===== src/rtl/mux_scan.sv =====
// Registered N-channel, W-bit multiplexer with manual capture and masked scan modes,
// valid/ready output. Define MUX_SCAN_PARITY_EN to add the even-parity output out_par.
module mux_scan #(
  parameter int unsigned NUM_CH = 8,
  parameter int unsigned DATA_W = 8,
  localparam int unsigned SEL_W = $clog2(NUM_CH)
) (
  input  logic                     clk,
  input  logic                     rst_n,
  input  logic [NUM_CH*DATA_W-1:0] data_in,
  input  logic [NUM_CH-1:0]        ch_en,
  input  logic                     mode,
  input  logic [SEL_W-1:0]         sel_in,
  input  logic                     start,
  output logic [DATA_W-1:0]        out_data,
  output logic [SEL_W-1:0]         out_ch,
  output logic                     out_valid,
  input  logic                     out_ready,
  output logic                     busy,
  output logic                     scan_done,
  output logic                     sel_err
`ifdef MUX_SCAN_PARITY_EN
  ,
  output logic                     out_par
`endif
);

  typedef enum logic [1:0] {IDLE, SCAN, DONE} state_e;

  typedef struct packed {
    logic             found;
    logic [SEL_W-1:0] idx;
  } hit_t;

  // Lowest set bit of m at or above position from.
  function automatic hit_t find_from(input logic [NUM_CH-1:0] m, input int unsigned from);
    hit_t h;
    h = '0;
    for (int unsigned i = 0; i < NUM_CH; i++) begin
      if (!h.found && i >= from && m[i]) begin
        h.found = 1'b1;
        h.idx   = SEL_W'(i);
      end
    end
    return h;
  endfunction

  function automatic logic [DATA_W-1:0] ch_word(input logic [NUM_CH*DATA_W-1:0] d,
                                                input logic [SEL_W-1:0] idx);
    logic [DATA_W-1:0] w;
    w = '0;
    for (int unsigned i = 0; i < NUM_CH; i++) begin
      if (SEL_W'(i) == idx) w = d[i*DATA_W +: DATA_W];
    end
    return w;
  endfunction

  state_e              state_q, state_d;
  logic [SEL_W-1:0]    ptr_q, ptr_d;
  logic [NUM_CH-1:0]   mask_q, mask_d;
  logic [DATA_W-1:0]   out_data_q, out_data_d;
  logic [SEL_W-1:0]    out_ch_q, out_ch_d;
  logic                out_valid_q, out_valid_d;
  logic                scan_done_q, scan_done_d;
  logic                sel_err_q, sel_err_d;
  logic                par_q, par_d;

  logic                slot_free;
  logic                sel_ok;
  logic                load;
  logic [SEL_W-1:0]    load_idx;
  logic [DATA_W-1:0]   load_word;
  hit_t                first_hit, start_next, scan_next;

  assign busy      = (state_q != IDLE) || out_valid_q;
  assign slot_free = !out_valid_q || out_ready;

  always_comb begin
    state_d     = state_q;
    ptr_d       = ptr_q;
    mask_d      = mask_q;
    out_data_d  = out_data_q;
    out_ch_d    = out_ch_q;
    out_valid_d = out_valid_q && !out_ready;
    par_d       = par_q;
    scan_done_d = 1'b0;
    sel_err_d   = 1'b0;
    load        = 1'b0;
    load_idx    = '0;
    load_word   = '0;
    sel_ok      = 1'b0;

    // Range check folded into the loop so out-of-range sel_in never indexes ch_en.
    for (int unsigned i = 0; i < NUM_CH; i++) begin
      if (SEL_W'(i) == sel_in && ch_en[i]) sel_ok = 1'b1;
    end

    first_hit  = find_from(ch_en, 0);
    start_next = find_from(ch_en, int'(first_hit.idx) + 1);
    scan_next  = find_from(mask_q, int'(ptr_q) + 1);

    case (state_q)
      IDLE: begin
        if (start && !busy) begin
          if (!mode) begin
            if (sel_ok) begin
              load     = 1'b1;
              load_idx = sel_in;
            end else begin
              sel_err_d = 1'b1;
            end
          end else begin
            mask_d = ch_en;
            if (!first_hit.found) begin
              scan_done_d = 1'b1;
            end else begin
              load     = 1'b1;
              load_idx = first_hit.idx;
              if (start_next.found) begin
                ptr_d   = start_next.idx;
                state_d = SCAN;
              end else begin
                state_d = DONE;
              end
            end
          end
        end
      end
      SCAN: begin
        if (slot_free) begin
          load     = 1'b1;
          load_idx = ptr_q;
          if (scan_next.found) ptr_d = scan_next.idx;
          else                 state_d = DONE;
        end
      end
      DONE: begin
        if (slot_free) begin
          scan_done_d = 1'b1;
          state_d     = IDLE;
        end
      end
      default: state_d = IDLE;
    endcase

    if (load) begin
      load_word   = ch_word(data_in, load_idx);
      out_data_d  = load_word;
      out_ch_d    = load_idx;
      out_valid_d = 1'b1;
      par_d       = ^load_word;
    end
  end

  always_ff @(posedge clk or negedge rst_n) begin
    if (!rst_n) begin
      state_q     <= IDLE;
      ptr_q       <= '0;
      mask_q      <= '0;
      out_data_q  <= '0;
      out_ch_q    <= '0;
      out_valid_q <= 1'b0;
      scan_done_q <= 1'b0;
      sel_err_q   <= 1'b0;
      par_q       <= 1'b0;
    end else begin
      state_q     <= state_d;
      ptr_q       <= ptr_d;
      mask_q      <= mask_d;
      out_data_q  <= out_data_d;
      out_ch_q    <= out_ch_d;
      out_valid_q <= out_valid_d;
      scan_done_q <= scan_done_d;
      sel_err_q   <= sel_err_d;
      par_q       <= par_d;
    end
  end

  assign out_data  = out_data_q;
  assign out_ch    = out_ch_q;
  assign out_valid = out_valid_q;
  assign scan_done = scan_done_q;
  assign sel_err   = sel_err_q;

`ifdef MUX_SCAN_PARITY_EN
  assign out_par = par_q;
`else
  logic par_unused;
  assign par_unused = par_q;
`endif

endmodule


===== config.mk =====
export PLATFORM = sky130hd
export DESIGN_NAME = mux_scan
export DESIGN_NICKNAME = d
export VERILOG_FILES = /design/src/rtl/mux_scan.sv
export SDC_FILE = /design/constraint.sdc
export NUM_CORES = 1
export LEC_CHECK = 0
export BUFFER_PORTS_ARGS = -buffer_cell sky130_fd_sc_hd__buf_2
export CORE_ASPECT_RATIO = 2
export CORE_UTILIZATION = 50
export DETAILED_ROUTE_END_ITERATION = 7
export PLACE_DENSITY = 0.87
export SLEW_MARGIN = 15
export SYNTH_ARGS = -nofsm -noshare
export SYNTH_HDL_FRONTEND = slang
export SYNTH_SLANG_ARGS = --single-unit

===== constraint.sdc =====
create_clock -name clk -period 2.7 [get_ports clk]
set_input_delay 0.135 -clock clk [delete_from_list [all_inputs] [get_ports clk]]
set_output_delay 0.135 -clock clk [all_outputs]
set_load 0.01 [all_outputs]

Word-level counts from Yosys, hierarchy flattened

Index checks and enable logic that the tools add are counted.

Logic and storage cells: 207
Input bits: 80
Register bits after elaboration: 27
Output and inout port bits: 15

Reduce and logical (&&, ||, !) cells: 81
Add/sub/neg operators: 2
$lt $le $gt $ge: 16
Equal/unequal tests: 24
Mux-type cells: 76

Operators by type and width:

| kind                                               | number |
|---|---|
| 2-to-1 mux 4 bit                                   | 24 |
| 2-to-1 mux 8 bit                                   | 8 |
| logical AND 1 bit                                  | 47 |
| 2-to-1 mux 3 bit                                   | 11 |
| >= comparator 3 x 4 -> 1 bit, first input constant | 8 |
| == test 3 bit, first input constant                | 8 |
| zero test 1 bit                                    | 24 |
| 2-to-1 mux 1 bit                                   | 21 |
| >= comparator 1 x 4 -> 1 bit, first input constant | 4 |
| >= comparator 2 x 4 -> 1 bit, first input constant | 4 |
| inequality test 2 bit, second input constant       | 8 |
| 2-to-1 mux 2 bit                                   | 7 |
| == test 2 x 3 -> 1 bit, first input constant       | 4 |
| case mux 3 bit (2 select lines)                    | 2 |
| adder 3 x 1 -> 4 bit, second input constant        | 2 |
| AND reduction 7 bit                                | 1 |
| == test 1 x 3 -> 1 bit, first input constant       | 2 |
| zero test 3 bit                                    | 2 |
| case mux 2 bit (3 select lines)                    | 1 |
| AND reduction 6 bit                                | 1 |
| case mux 1 bit (2 select lines)                    | 2 |
| nonzero test 2 bit                                 | 2 |
| AND reduction 3 bit                                | 1 |
| == test 2 x 1 -> 1 bit, second input constant      | 1 |
| other kinds (3)                                    | 4 |

Logic depth before layout (Yosys ltp)

Depth in word-level cells: 59
Depth in mapped cells: 13
Mapped depth without buffers: 12

Least setup slack after synthesis

Ideal clock, no wire load.

Path kind: input -> register
Start point: input ch_en[2]
End point: register ptr_q[1]
Library setup time: 0.125 ns
Data required time: 2.575 ns
Stages on the path: 12
Path buffers: 2
Arrival: 2.583 ns
Path slack: -0.008 ns
Cell sequence: buf_6 nor4_1 and3_1 or2_2 ha_1 clkbuf_1 xnor2_1 o32ai_2 nand3_2 o21ai_2 a21bo_4 mux2_4

Word-level cells in the longest chain between the ends: 54
Elaborated cells between the ends (all ways): 64
Classes of those cells: add/sub: 1; order compare: 8; eq/ne: 2; mux: 19; reduce/logical: 34

RTL lines:

| element                         | line | text |
|---|---|---|
| from (decl)                     | 11   | `input logic [NUM_CH-1:0] ch_en,` |
| logical AND 1 bit               | 40   | `if (!h.found && i >= from && m[i]) begin` |
| 2-to-1 mux 4 bit                | 40   |  |
| zero test 1 bit                 | 40   |  |
| logical AND 1 bit               | 40   |  |
| 2-to-1 mux 4 bit                | 40   |  |
| zero test 1 bit                 | 40   |  |
| logical AND 1 bit               | 40   |  |
| 2-to-1 mux 4 bit                | 40   |  |
| (+37 left out)                  | --   |  |
| zero test 1 bit                 | 40   |  |
| logical AND 1 bit (2 in a row)  | 40   |  |
| 2-to-1 mux 4 bit                | 40   |  |
| 2-to-1 mux 3 bit                | 119  | `if (start_next.found) begin` |
| 2-to-1 mux 3 bit                | 114  | `if (!first_hit.found) begin` |
| 2-to-1 mux 3 bit                | 105  | `if (!mode) begin` |
| 2-to-1 mux 3 bit                | 104  | `if (start && !busy) begin` |
| case mux 3 bit (2 select lines) | 102  | `case (state_q)` |
| to (signal assigned)            | 168  | `ptr_q <= ptr_d;` |
| to (decl)                       | 59   | `logic [SEL_W-1:0] ptr_q, ptr_d;` |

Several ways; a longest one is shown, not always the timed one. The select of a mux whose other input is x is not followed.
A chain may end at the register's enable or synchronous reset.

Final worst setup path

Start point: register ptr_q[0]
End point: register ptr_q[1]

Word-level cells in the longest chain between the ends: 35
Elaborated cells between the ends (all ways): 44
Classes of those cells: add/sub: 1; order compare: 8; eq/ne: 1; mux: 11; reduce/logical: 23

RTL lines:

| element                         | line | text |
|---|---|---|
| adder 3 x 1 -> 4 bit (*)        | 100  | `scan_next = find_from(mask_q, int'(ptr_q) + 1);` |
| >= comparator 1 x 4 -> 1 bit    | 40   |  |
| logical AND 1 bit               | 40   |  |
| 2-to-1 mux 4 bit                | 40   |  |
| zero test 1 bit                 | 40   |  |
| logical AND 1 bit (2 in a row)  | 40   |  |
| 2-to-1 mux 4 bit                | 40   |  |
| zero test 1 bit                 | 40   |  |
| (+16 left out)                  | --   |  |
| logical AND 1 bit (2 in a row)  | 40   |  |
| 2-to-1 mux 4 bit                | 40   |  |
| zero test 1 bit                 | 40   |  |
| logical AND 1 bit (2 in a row)  | 40   |  |
| 2-to-1 mux 4 bit (*)            | 40   |  |
| 2-to-1 mux 3 bit                | 133  | `if (scan_next.found) ptr_d = scan_next.idx;` |
| 2-to-1 mux 3 bit                | 130  | `if (slot_free) begin` |
| case mux 3 bit (2 select lines) | 102  |  |

Mark *: on every way between the ends. The rest lies on a longest branch, timed or not. The select of a mux whose other input is x is not followed.

==> summary.md <==
The share of the cycle needed by the critical path after routing is 95.8%, and the first-pass GRT wire length is 11,900 um. The time the final worst path needs with I/O delays and setup was 2.59 ns; the critical path data arrival time was 2.76 ns. The predominant post-synthesis flop cell was sky130_fd_sc_hd__dfrtp_1. Setup repair after global routing left no endpoint under its margin.

The clock share of power is 8.0%, and the number of filler cells placed in the layout is 391. The finished cells cover 3220 um2. The cell area after placement came out at 3130 um2. The number of global-route vias before repair was 2,630; the net switching power figure was 1.36 mW. Entering global routing, the biggest net connects 28 pins.

The completed layout was analyzed and its total power is 3.02 mW. The total core area is 4860 um2. The path type of the worst setup path was register to register.

Highest routing layer actually used: met4. The number of vias per cell came out at 6.17. TritonCTS built the clock tree.

The HPWL after detailed placement is 6460 um. STA classifies the critical path startpoint as a register. Cells fill 66.2% of the core in the end. The netlist uses 62 different library cells.

Once detail routing completed, the nets flagged for antenna violations numbered 0. The met3 wire length came out at 566 um. The number of buffers added by the clock tree synthesis step was 3; the number of buffers inserted by post-CTS setup repair was 0. In the final layout, the multi-input gates occupy 1750 um2. The cell count after synthesis is 284. The tools report the DRC violation count after routing as 0. Cells with a size suffix above 1 make up 42.2% of the layout.

The number of synthesized register bits was 27. The net count after synthesis is 371. The worst setup path is captured at a register. The area of the die came out at 5340 um2. The portion of the post-synthesis area used by sequential elements was 26.8%; the sequential standard cell area was 677 um2. After the first detailed-routing iteration, the DRC count stood at 77.

The total negative setup slack was 0 ns; the internal power component was 1.66 mW. In the final routing, the length of wire on met1 measures 2530 um. From bottom edge to top edge, the die measures 102 um. The largest driver fanout on the critical path is 6. Routability congestion estimate: 0.982. At the pin with the least slew margin, the transition time is 0.650 ns. The flow ran to the end, and the final reports show no timing, DRC or antenna violations.

For this design the ratio of total power to cell area is 940 nW/um2. The count of pins over their slew limit is 0, and the post-detailed-route wirelength per cell is 18.4 um. The clock passes through at most 2 buffers. The initial utilization of the core area, before any placement, comes to 51.8%. For the diode insertion count for antenna repair, the log shows 0. 95 I/O pins were placed.

The tree is rooted in a sky130_fd_sc_hd__clkbuf_8. Global routing used 30.2% of the available tracks across all layers. After synthesis the cells add up to 2520 um2. The tools report the total of endpoints with negative setup slack in the final report as 0. The share of total power in sequential cells is 26.3%. Based on the critical path, the design can be clocked at up to 386 MHz. The standby leakage power is 1.49 nW, and the overflow left after global routing is 0. Summed over all nets, wire length on met2 after detailed routing comes to 4560 um. At the worst endpoint, the required time is 2.87 ns. For this block, the routed nets add up to 8100 um of wire. The number of warnings issued by yosys is 0, and the number of flops mapped to enable cells by yosys is 0.

The proportion of synthesized flip-flops having asynchronous set or reset works out to 100%. The reported max-cap violation count is 0, and the net total in the final layout is 472. The first detailed-routing pass ran for 4 iterations.

On the final layout, the worst clock skew is 0.00325 ns. The overall via count from detail_route is 2,721, and the power share of the combinational group is 65.8%. Net switching is 45.1% of the power. IR analysis of the VDD net gives a maximum drop of 0.547 mV. The worst pin sits at a relative slew slack of 56.6%. The tools report the number of placement rows as 36. Average size of a mapped cell: 8.87 um2. At the later pin of the worst-skew pair, clock insertion delay measures 0.28 ns. Clock slew at the register clock pins of the worst setup and hold paths: 0.10 ns. Compared with the post-synthesis result, the final layout area differs by 27.8%.

The tools report the number of levels the H-tree was split into as 1. The count of endpoints failing hold in the final timing report was 0. In this run the worst hold path is classified as input port to register.

Measured along the x axis, the die boundary spans 52.2 um. The initial antenna violation count came out at 0. The tools report the CTS sink count as 27. The count of port buffers added during placement works out to 94.
cells in the final DEF (no fill, tap or decap), types with 8 or more instances in the layout:
cell type                  instances
sky130_fd_sc_hd__and2_1            8
sky130_fd_sc_hd__o21ai_0          19
sky130_fd_sc_hd__buf_4            17
sky130_fd_sc_hd__a211oi_1         11
sky130_fd_sc_hd__nor2_1           17
sky130_fd_sc_hd__buf_2            94
sky130_fd_sc_hd__o22ai_1          18
sky130_fd_sc_hd__dfrtp_1          26
sky130_fd_sc_hd__nand2_1          23
sky130_fd_sc_hd__a21oi_1           9
sky130_fd_sc_hd__mux2i_1          17
sky130_fd_sc_hd__mux2_2           24
metal layers:
metal  global-route usage [%]  up-vias
li1                         -     1282
met1                     25.2     1263
met2                     59.2      139
met3                     5.80       37
met4                     20.4        0
met5                        0        -
synth_stat cells, types with 3 or more instances:
| cell | count | area share (%) |
|---|---|---|
| sky130_fd_sc_hd__a211oi_1 | 11 | 3.3 |
| sky130_fd_sc_hd__or3_1 | 4 | 0.99 |
| sky130_fd_sc_hd__a21oi_1 | 9 | 1.8 |
| sky130_fd_sc_hd__and2_1 | 8 | 2.0 |
| sky130_fd_sc_hd__and3_1 | 3 | 0.75 |
| sky130_fd_sc_hd__nand3_1 | 4 | 0.79 |
| sky130_fd_sc_hd__mux2i_1 | 17 | 6.8 |
| sky130_fd_sc_hd__nor3_1 | 4 | 0.79 |
| sky130_fd_sc_hd__nand2_1 | 24 | 3.6 |
| sky130_fd_sc_hd__o22ai_1 | 18 | 4.5 |
| sky130_fd_sc_hd__o21ai_0 | 19 | 3.8 |
| sky130_fd_sc_hd__mux2_2 | 24 | 11 |
| sky130_fd_sc_hd__nor2_1 | 17 | 2.5 |
| sky130_fd_sc_hd__a21o_1 | 3 | 0.89 |
| sky130_fd_sc_hd__ha_1 | 7 | 3.5 |
| sky130_fd_sc_hd__nor2b_1 | 4 | 0.99 |
| sky130_fd_sc_hd__clkbuf_1 | 6 | 0.89 |
| sky130_fd_sc_hd__buf_4 | 4 | 1.2 |
| sky130_fd_sc_hd__buf_2 | 4 | 0.79 |
| sky130_fd_sc_hd__dfrtp_1 | 27 | 27 |
| sky130_fd_sc_hd__inv_1 | 7 | 1.0 |
| sky130_fd_sc_hd__a221oi_1 | 4 | 1.4 |
| sky130_fd_sc_hd__nand2b_1 | 7 | 1.7 |
kinds of logic after synthesis:
| logic type | synth area share (%) |
|---|---|
| AO/OA/AOI/OAI | 25.3 |
| XOR/XNOR | 0.348 |
| adder cells (fa/ha/maj) | 3.48 |
| buffers and inverters | 5.32 |
| flip-flops | 26.8 |
| multiplexers | 19.6 |
| AND/OR/NAND/NOR | 19.1 |
cell type report:
cell class                 instances  area share [%]
multi-input combinational        232            54.3
clock buffer                       3            1.28
inverter                           7           0.816
clock inverter                     1           0.233
tap                               57            2.22
sequential                        27            21.0
timing repair buffer             114            20.1
worst max-delay path, stage by stage, from the launching register on:
cell and delay, ns:
sky130_fd_sc_hd__dfrtp_1 0.48, sky130_fd_sc_hd__inv_1 0.12, sky130_fd_sc_hd__ha_1 0.36, sky130_fd_sc_hd__and2_1 0.20
sky130_fd_sc_hd__a211o_1 0.28, sky130_fd_sc_hd__o2bb2ai_1 0.15, sky130_fd_sc_hd__or2_2 0.35, sky130_fd_sc_hd__a21bo_4 0.25
sky130_fd_sc_hd__mux2_4 0.29
flip-flops by register name (all words and copies together), names as in the netlist:
| name | cells |
|---|---|
| sel_err | 1 |
| out_data | 8 |
| out_valid | 1 |
| ptr_q | 3 |
| scan_done | 1 |
| out_ch | 3 |
| state_q | 2 |
| mask_q | 8 |
worst paths after layout:
path	from	to	slack, ns	cells past startpoint
hold / removal	data_in[47]	out_data[7]	0.15	3
hold reg to reg	out_ch[2]	out_ch[2]	0.49	1
min in group asynchronous	rst_n	out_ch[2]	0.40	2
setup reg to reg	ptr_q[0]	ptr_q[1]	0.11	8
setup / recovery	ptr_q[0]	ptr_q[1]	0.11	8
max in group asynchronous	rst_n	ptr_q[1]	1.85	2
power by group through the flow:
stage | logic, mW | clock network (mW) | registers (mW)
2_1_floorplan | 1.32 | 0 | 0.775
3_3_place_gp | 1.88 | 0 | 0.769
3_5_place_dp | 1.93 | 0 | 0.777
4_1_cts | 1.95 | 0.246 | 0.769
5_1_grt | 2.16 | 0.263 | 0.812
6_report | 1.99 | 0.241 | 0.794
stage by stage:
step           hold slack (ns)  std cells  setup WS [ns]
2_1_floorplan           -0.161        284          0.136
3_3_place_gp             0.183        436         0.0878
3_5_place_dp             0.182        436         0.0255
4_1_cts                  0.148        441         0.0634
5_1_grt                  0.166        441         0.0136
6_report                 0.149        441          0.113
what timing repair did:
| action | CTS | global route |
|---|---|---|
| endpoints found under the hold margin | 27 | 0 |
| hold buffers | 1 | 0 |
| resized for setup | 2 | 6 |
| endpoints found under the setup margin | 1 | 10 |
Note: power is estimated with default switching activity, not from simulation.
